--- src/rtl/asip_pipe_pkg.sv ---
// Shared definitions for the ASIP pipeline stages.
//   pipe_state_e : occupancy state of a 2-entry skid stage (EMPTY/FULL/SKID)
//   PIPE_NOP     : default instruction encoding held by an empty stage slot
//   occ_of()     : number of entries held in a given state
package asip_pipe_pkg;

    typedef enum logic [1:0] {
        ST_EMPTY = 2'd0,
        ST_FULL  = 2'd1,
        ST_SKID  = 2'd2
    } pipe_state_e;

    localparam logic [31:0] PIPE_NOP = 32'h0000_0000;

    function automatic logic [1:0] occ_of(input pipe_state_e st);
        case (st)
            ST_FULL: return 2'd1;
            ST_SKID: return 2'd2;
            default: return 2'd0;
        endcase
    endfunction

endpackage

--- src/rtl/pipe_slot.sv ---
// One payload register {instr, pc} of a pipeline stage.
//   clock            : rising-edge clock
//   clear            : synchronous clear to {NOP_INSTR, 0}; wins over load
//   load             : capture d_instr/d_pc at the next edge
//   d_instr, d_pc    : payload to capture
//   q_instr, q_pc    : held payload
module pipe_slot
    import asip_pipe_pkg::*;
#(
    parameter int unsigned      IW        = 32,
    parameter int unsigned      AW        = 32,
    parameter logic [IW-1:0]    NOP_INSTR = IW'(PIPE_NOP)
) (
    input  logic          clock,
    input  logic          clear,
    input  logic          load,
    input  logic [IW-1:0] d_instr,
    input  logic [AW-1:0] d_pc,
    output logic [IW-1:0] q_instr,
    output logic [AW-1:0] q_pc
);

    logic [IW-1:0] instr_q, instr_d;
    logic [AW-1:0] pc_q, pc_d;

    // NOTE: every always_comb output gets a default first so no path leaves it
    // unassigned; holding the current value here is what avoids an inferred latch.
    always_comb begin
        instr_d = instr_q;
        pc_d    = pc_q;
        if (clear) begin
            instr_d = NOP_INSTR;
            pc_d    = '0;
        end else if (load) begin
            instr_d = d_instr;
            pc_d    = d_pc;
        end
    end

    // NOTE: state is updated with non-blocking assignments only, so all flops
    // sample their _d values from the same pre-edge snapshot.
    always_ff @(posedge clock) begin
        instr_q <= instr_d;
        pc_q    <= pc_d;
    end

    assign q_instr = instr_q;
    assign q_pc    = pc_q;

endmodule

--- src/rtl/if_id_skid_stage.sv ---
// IF->ID pipeline register with a one-entry skid buffer.
// The main slot drives decode; the skid slot catches the single beat that
// arrives in the cycle decode stalls, so in_ready never depends on out_ready.
//   clock, reset       : rising-edge clock, synchronous active-high reset
//   in_valid/in_ready  : fetch-side handshake; in_instr, in_pc payload
//   out_valid/out_ready: decode-side handshake; out_instr, out_pc payload
//   flush              : drop everything held and the beat offered this cycle
//   occ                : entries held (0..2)
module if_id_skid_stage
    import asip_pipe_pkg::*;
#(
    parameter int unsigned      IW        = 32,
    parameter int unsigned      AW        = 32,
    parameter logic [IW-1:0]    NOP_INSTR = IW'(PIPE_NOP)
) (
    input  logic          clock,
    input  logic          reset,
    input  logic          in_valid,
    output logic          in_ready,
    input  logic [IW-1:0] in_instr,
    input  logic [AW-1:0] in_pc,
    output logic          out_valid,
    input  logic          out_ready,
    output logic [IW-1:0] out_instr,
    output logic [AW-1:0] out_pc,
    input  logic          flush,
    output logic [1:0]    occ
);

    pipe_state_e   state_q, state_d;

    logic          in_fire;
    logic          main_load, skid_load, main_from_skid, slot_clear;
    logic [IW-1:0] main_instr, skid_instr, main_d_instr;
    logic [AW-1:0] main_pc, skid_pc, main_d_pc;

    // State register; reset outranks flush and every handshake.
    always_ff @(posedge clock) begin
        if (reset) state_q <= ST_EMPTY;
        else       state_q <= state_d;
    end

    // Next-state logic. in_ready already folds in flush and SKID, so in_fire
    // is the true input transfer.
    always_comb begin
        state_d = state_q;
        if (flush) begin
            state_d = ST_EMPTY;
        end else begin
            case (state_q)
                ST_EMPTY: if (in_fire) state_d = ST_FULL;
                ST_FULL: begin
                    if (in_fire && !out_ready)      state_d = ST_SKID;
                    else if (!in_fire && out_ready) state_d = ST_EMPTY;
                end
                ST_SKID:  if (out_ready) state_d = ST_FULL;
                default:  state_d = ST_EMPTY;
            endcase
        end
    end

    // Output / slot-control logic.
    always_comb begin
        in_ready       = !reset && !flush && (state_q != ST_SKID);
        out_valid      = (state_q != ST_EMPTY);
        occ            = occ_of(state_q);
        in_fire        = in_valid && in_ready;
        main_load      = 1'b0;
        skid_load      = 1'b0;
        main_from_skid = 1'b0;
        case (state_q)
            ST_EMPTY: main_load = in_fire;
            ST_FULL: begin
                main_load = in_fire && out_ready;
                skid_load = in_fire && !out_ready;
            end
            ST_SKID: begin
                main_load      = out_ready && !flush;
                main_from_skid = 1'b1;
            end
            default: ;
        endcase
    end

    assign slot_clear   = reset || flush;
    assign main_d_instr = main_from_skid ? skid_instr : in_instr;
    assign main_d_pc    = main_from_skid ? skid_pc    : in_pc;

    pipe_slot #(.IW(IW), .AW(AW), .NOP_INSTR(NOP_INSTR)) u_main (
        .clock   (clock),
        .clear   (slot_clear),
        .load    (main_load),
        .d_instr (main_d_instr),
        .d_pc    (main_d_pc),
        .q_instr (main_instr),
        .q_pc    (main_pc)
    );

    pipe_slot #(.IW(IW), .AW(AW), .NOP_INSTR(NOP_INSTR)) u_skid (
        .clock   (clock),
        .clear   (slot_clear),
        .load    (skid_load),
        .d_instr (in_instr),
        .d_pc    (in_pc),
        .q_instr (skid_instr),
        .q_pc    (skid_pc)
    );

    // The main slot is not cleared when its beat drains, so gate the payload
    // with out_valid to present NOP/0 whenever nothing is held.
    assign out_instr = out_valid ? main_instr : NOP_INSTR;
    assign out_pc    = out_valid ? main_pc    : '0;

endmodule

--- config.mk ---
export PLATFORM = sky130hd
export DESIGN_NAME = if_id_skid_stage
export DESIGN_NICKNAME = d
export VERILOG_FILES = /design/src/rtl/asip_pipe_pkg.sv /design/src/rtl/pipe_slot.sv /design/src/rtl/if_id_skid_stage.sv
export SDC_FILE = /design/constraint.sdc
export NUM_CORES = 1
export LEC_CHECK = 0
export BUFFER_PORTS_ARGS = -buffer_cell sky130_fd_sc_hd__buf_2
export CORE_MARGIN = 5
export CORE_UTILIZATION = 49
export CTS_BUF_LIST = sky130_fd_sc_hd__clkbuf_16
export DETAILED_ROUTE_END_ITERATION = 16
export PLACE_DENSITY_LB_ADDON = 0.25
export SYNTH_ARGS = -nofsm -noshare
export SYNTH_HDL_FRONTEND = slang
export SYNTH_SLANG_ARGS = --single-unit
--- constraint.sdc ---
create_clock -name clock -period 6.4 [get_ports clock]
set_input_delay 0.96 -clock clock [delete_from_list [all_inputs] [get_ports clock]]
set_output_delay 0.96 -clock clock [all_outputs]
set_load 0.005 [all_outputs]
== Word level (Yosys, flattened, before mapping) ==
Index checks and enable logic that the tools add are counted.
Operators by class
  equal/unequal tests: 6
  muxes and demuxes: 13
  reductions and logical operators: 16
Operators by type and width (number)
  2-to-1 mux 32 bit: 4
  2-to-1 mux 2 bit: 4
  logical AND 1 bit: 7
  inequality test 2 bit (second input constant): 3
  one-hot mux 2 bit (3 select lines): 1
  logical NOT 1 bit: 4
  one-hot mux 2 bit (2 select lines): 1
  inequality test 3 bit (second input constant): 1
  one-hot mux 1 bit (3 select lines): 1
  AND reduction 3 bit: 1
  equality test 2 x 1 -> 1 bit (second input constant): 1
  equality test 2 bit (second input constant): 1
  logical NOT 2 bit: 1
  2-to-1 mux 1 bit: 2
  nonzero test 2 bit: 1
  OR reduction 2 bit: 1
  logical OR 1 bit: 1
Storage, ports and cells
  bits in registers: 130
  bits of input ports: 69
  logic and storage cells: 40

== Depth between registers and ports, before layout ==
  depth after elaboration: 9
  depth in mapped cells: 11
  gate-level depth less buffers: 8

== Cells and area by module ==
Synthesis repeated with hierarchy kept, for this count alone.
Second synthesis, totals
  cells, all modules: 583
  area, all modules: 6003.3 µm²
Modules (own cells, without submodules)
  pipe_slot: times used 2, cells each 206, area an instance 2290.9 µm²
  if_id_skid_stage: times used 1, cells each 171, area an instance 1421.4 µm²

== Worst setup path before layout ==
No wires, ideal clock.
  kind: input-to-reg
  start point: input reset
  end point: register u_skid.instr_q[22], in the netlist u_skid.q_instr[22]
  arrival: 2.505 ns
  data required time: 6.330 ns
  path slack: 3.824 ns
  stages: 8
  path buffers: 2
  path through: or4b_1 > inv_1 > ha_1 > and2_1 > clkbuf_1 > clkbuf_1 > nand2_1 > a21oi_1
Between the ends
  cells in the longest elaborated chain, start to end: 6
  elaborated cells between the ends (all ways): 7
Ends and longest elaborated chain
  from (decl): line if_id_skid_stage.sv:17  | input logic reset,
  logical NOT 1 bit: line if_id_skid_stage.sv:64  | in_ready = !reset && !flush && (state_q != ST_SKID);
  logical AND 1 bit (2 in a row): line if_id_skid_stage.sv:64
  logical AND 1 bit: line if_id_skid_stage.sv:67  | in_fire = in_valid && in_ready;
  logical AND 1 bit: line if_id_skid_stage.sv:75  | skid_load = in_fire && !out_ready;
  2-to-1 mux 1 bit: line if_id_skid_stage.sv:71  | case (state_q)
  to (signal assigned): line pipe_slot.sv:43  | instr_q <= instr_d;
  to (decl): line pipe_slot.sv:23  | logic [IW-1:0] instr_q, instr_d;
Parallel ways exist; a longest one is shown, timed or not.
A chain may end at the register's enable or synchronous reset.

== Worst setup path after layout ==
  start point: register state_q[0]
  end point: register state_q[1]
Between the ends
  cells in the longest elaborated chain, start to end: 7
  elaborated cells between the ends (all ways): 15
Ends and longest elaborated chain
  from (decl): line if_id_skid_stage.sv:30  | pipe_state_e state_q, state_d;
  from (signal assigned): line if_id_skid_stage.sv:40  | else state_q <= state_d;
  inequality test 2 bit: line if_id_skid_stage.sv:64
  logical AND 1 bit: line if_id_skid_stage.sv:64
  logical AND 1 bit: line if_id_skid_stage.sv:67
  logical NOT 1 bit: line if_id_skid_stage.sv:54  | else if (!in_fire && out_ready) state_d = ST_EMPTY;
  logical AND 1 bit: line if_id_skid_stage.sv:54
  inequality test 3 bit (no source line)
  AND reduction 3 bit (no source line)
Parallel ways exist; a longest one is shown, timed or not.

==> results.md <==
- Cts-stage hold buffer count: 0
- Buffers & Inverters on Critical Path: 2
- Yosys top cell by area: dfxtp_1
- CTS Buf Count: 17
- Clock latency on the worst-skew pair: 0.41 ns
- Min-Delay Endpoint: u_main.q_instr[12]
- Crit path max fanout: 71
- Run status: complete, no violations
- Critical path's largest stage delay: 0.67 ns
- Share of cells above drive strength 1: 0.1998
- Post-Synthesis Net Count: 801
- Final instance area: 0.007300 mm^2
- PD cells: 241.4 mW/mm^2
- Normalized max-slew margin: 0.1545
- Area of the multi-input gates: 0.003246 mm^2
- Crit path cell chain: inv_1 > ha_4 > or4b_1 > inv_1 > ha_1 > nand2_2 > or3_1 > mux2i_1
- Antenna diodes: 0
- Grt met3 use: 0.05942
- Unrepaired setup endpoints after global routing: no
- Setup Viol. Count Final: 0
- Cell count after synthesis: 727
- Die width: 121.7 um
- VDD IR max: 0.1316 mV
- Asr flop ratio synth: 0
- I/O pins: 137
- GR Layer Usage met1: 0.2289
- Overflow after GRT: 0
- Hold WS: 0.4509 ns
- Total GRT Usage: 0.1948
- CP top delay family: simple AND/OR/NAND/NOR gates
- H-Tree Depth: 4
- Dpl cells: 977
- ANT nets after route: 0
- Distinct cells, synth: 24
- Initial antenna violation count: 0
- Post-Route WL: 14160 um
- Register Area: 0.002603 mm^2
- Post-Layout Cell Count: 1009
- Top post-synthesis cells by area: dfxtp_1 (43%), nand2_1 (16%), mux2_1 (12%)
- Synthesis warning total: 0
- Most common cell in the netlist: nand2_1
- Pre-CTS setup slack: 3.004 ns
- Critical path origin: state_q[0]
- First-pass GRT wire length: 23130 um
- Min-Delay Path Class: reg2reg
- Placer congestion estimate: 0.7574
- Drc violations: 0
- Clk root buf: clkbuf_16
- Worst Setup End Kind: register
- Fill count: 1118
- Wire per inst: 14.03 um
- Layout area overhead: 19.38%
- Clock Skew: 0.009401 ns
- Register area share after synthesis: 0.4256
- Tightest Pin Transition: 1.268 ns
- Initial DRC Count: 254
- Via count: 4999
- WHS Path Cells: 2
- Dpl cell area: 0.006788 mm^2
- Final worst slack: 3.031 ns
- Setup_tns: 0 ns
- Slew Viols, Final: 0
- Final Cycle Share: 0.5264
- Fmax: 296.8 MHz
- Worst EP required: 6.74 ns
- Die H: 121.7 um
- Flop-to-flop setup slack: 3.03 ns
- Number of global-route vias before repair: 4988
- Reg2reg path depth: 8
- Buffers on Ports: 136
- Largest net degree at the start of global routing: 86
- Startpoint types: register
- CTS tree: built
- FP Rows: 40
- Critical path's slowest cell: nand2_2
- Flops & latches, synth: 130
- Synthesized area: 0.006115 mm^2
- Longest Clk Path Bufs: 2
- Leakage Power: 3.148 nW
- RR Endpoint: state_q[1]
- Top post-synthesis cells by count: nand2_1 (258), dfxtp_1 (130), a21oi_1 (65), mux2i_1 (65)
- Final count of hold timing violations: 0
- Initial core utilization: 0.5049
- CP most frequent cell: inv_1
- Hpwl dp: 9152 um
- Core area: 0.01211 mm^2
- Final min period: 3.369 ns
- Met2 Usage GRT: 0.3368
- Top_reg_cell synth: dfxtp_1
- Number of vias per cell: 4.954
- Hold Crit Start: u_main.q_instr[12]
- Crit path DAT: 3.71 ns
- Top Usage Layer GRT: met2
- Clk slew on worst S/H paths: 0.06 ns
- Power consumption: 1.762 mW
- Die area: 0.01481 mm^2
- CTS sink count: 130
- Mapped Avg Cell Area: 8.411 um^2
- Drt pass-1 iters: 4
- # Max-Cap Violations: 0
- Crit Path Class: reg2reg
- Worst reg2reg path startpoint: state_q[0]
- Nets: 902
- Fin util: 0.6027
- Post-synth EDFFs: 0
- Post-CTS Resized: 0
- Top-area cell type share of the netlist area: 0.4256
- Setup Fix Bufs, Post-CTS: 0
==> state kept, by name (all words and copies together), names as in the netlist <==
name / cells
u_main.q_instr: 32
state_q: 2
u_main.q_pc: 32
u_skid.q_instr: 32
u_skid.q_pc: 32
==> cell type report <==
type,count,area share
flip-flops and latches,130,0.3565
clock inverters,15,0.01183
inverters,5,0.002571
clock buffers,17,0.05828
multi-input cells,534,0.4446
repair buffers,140,0.09736
well taps,168,0.02880
==> worst max-delay path by stage <==
stage                               to  slack (ns)  depth (start not counted)
floorplan           u_skid.q_instr[22]        3.82                          8
detailed placement          state_q[1]        3.00                          8
global placement            state_q[1]        3.10                          7
finish                      state_q[1]        3.03                          8
global route                state_q[1]        2.79                          8
CTS                         state_q[1]        3.02                          8
==> cell usage in the layout (no fill, tap or decap), drive strengths merged <==
cell type | netlist | layout
bufinv | 0 | 1
clkbuf | 38 | 17
a21oi | 65 | 65
or3 | 1 | 1
a222oi | 1 | 1
inv | 5 | 10
mux2 | 64 | 64
nand3 | 1 | 1
dfxtp | 130 | 130
or4b | 1 | 1
clkinv | 0 | 9
nor2b | 64 | 64
and2 | 1 | 1
ha | 5 | 5
nor2 | 3 | 3
or3b | 1 | 1
buf | 20 | 140
a2111o | 1 | 1
o21a | 1 | 1
or2 | 1 | 1
nand2 | 258 | 258
a211oi | 1 | 1
mux2i | 65 | 65
==> worst min-delay path, stage by stage (launching register included) <==
cell and delay [ns]:
dfxtp_1 0.30, nand2_1 0.05, mux2i_1 0.05
==> per-layer routing <==
| layer | vias to the layer above | share of wire |
|---|---|---|
| met3 | 12 | 0.049 |
| met4 | 0 | 0.0097 |
| met5 | - | 0 |
| li1 | 2559 | - |
| met1 | 2317 | 0.45 |
| met2 | 111 | 0.50 |
==> cell families (layout without fill, tap and decap cells) <==
family | count (synthesis) | after routing | share of synthesized area
AND/OR/NAND/NOR | 331 | 331 | 0.2327
adder cells (fa/ha/maj) | 5 | 5 | 0.01023
multiplexers | 129 | 129 | 0.2243
buffers and inverters | 63 | 177 | 0.04809
AO/OA/AOI/OAI | 69 | 69 | 0.05914
flip-flops | 130 | 130 | 0.4256
==> where the power goes <==
part / internal [mW] / switching, mW
Sequential: 0.816 / 0.00299
Clock: 0.514 / 0.323
Combinational: 0.0452 / 0.0600
No activity file was read; power rests on OpenSTA's default activity.
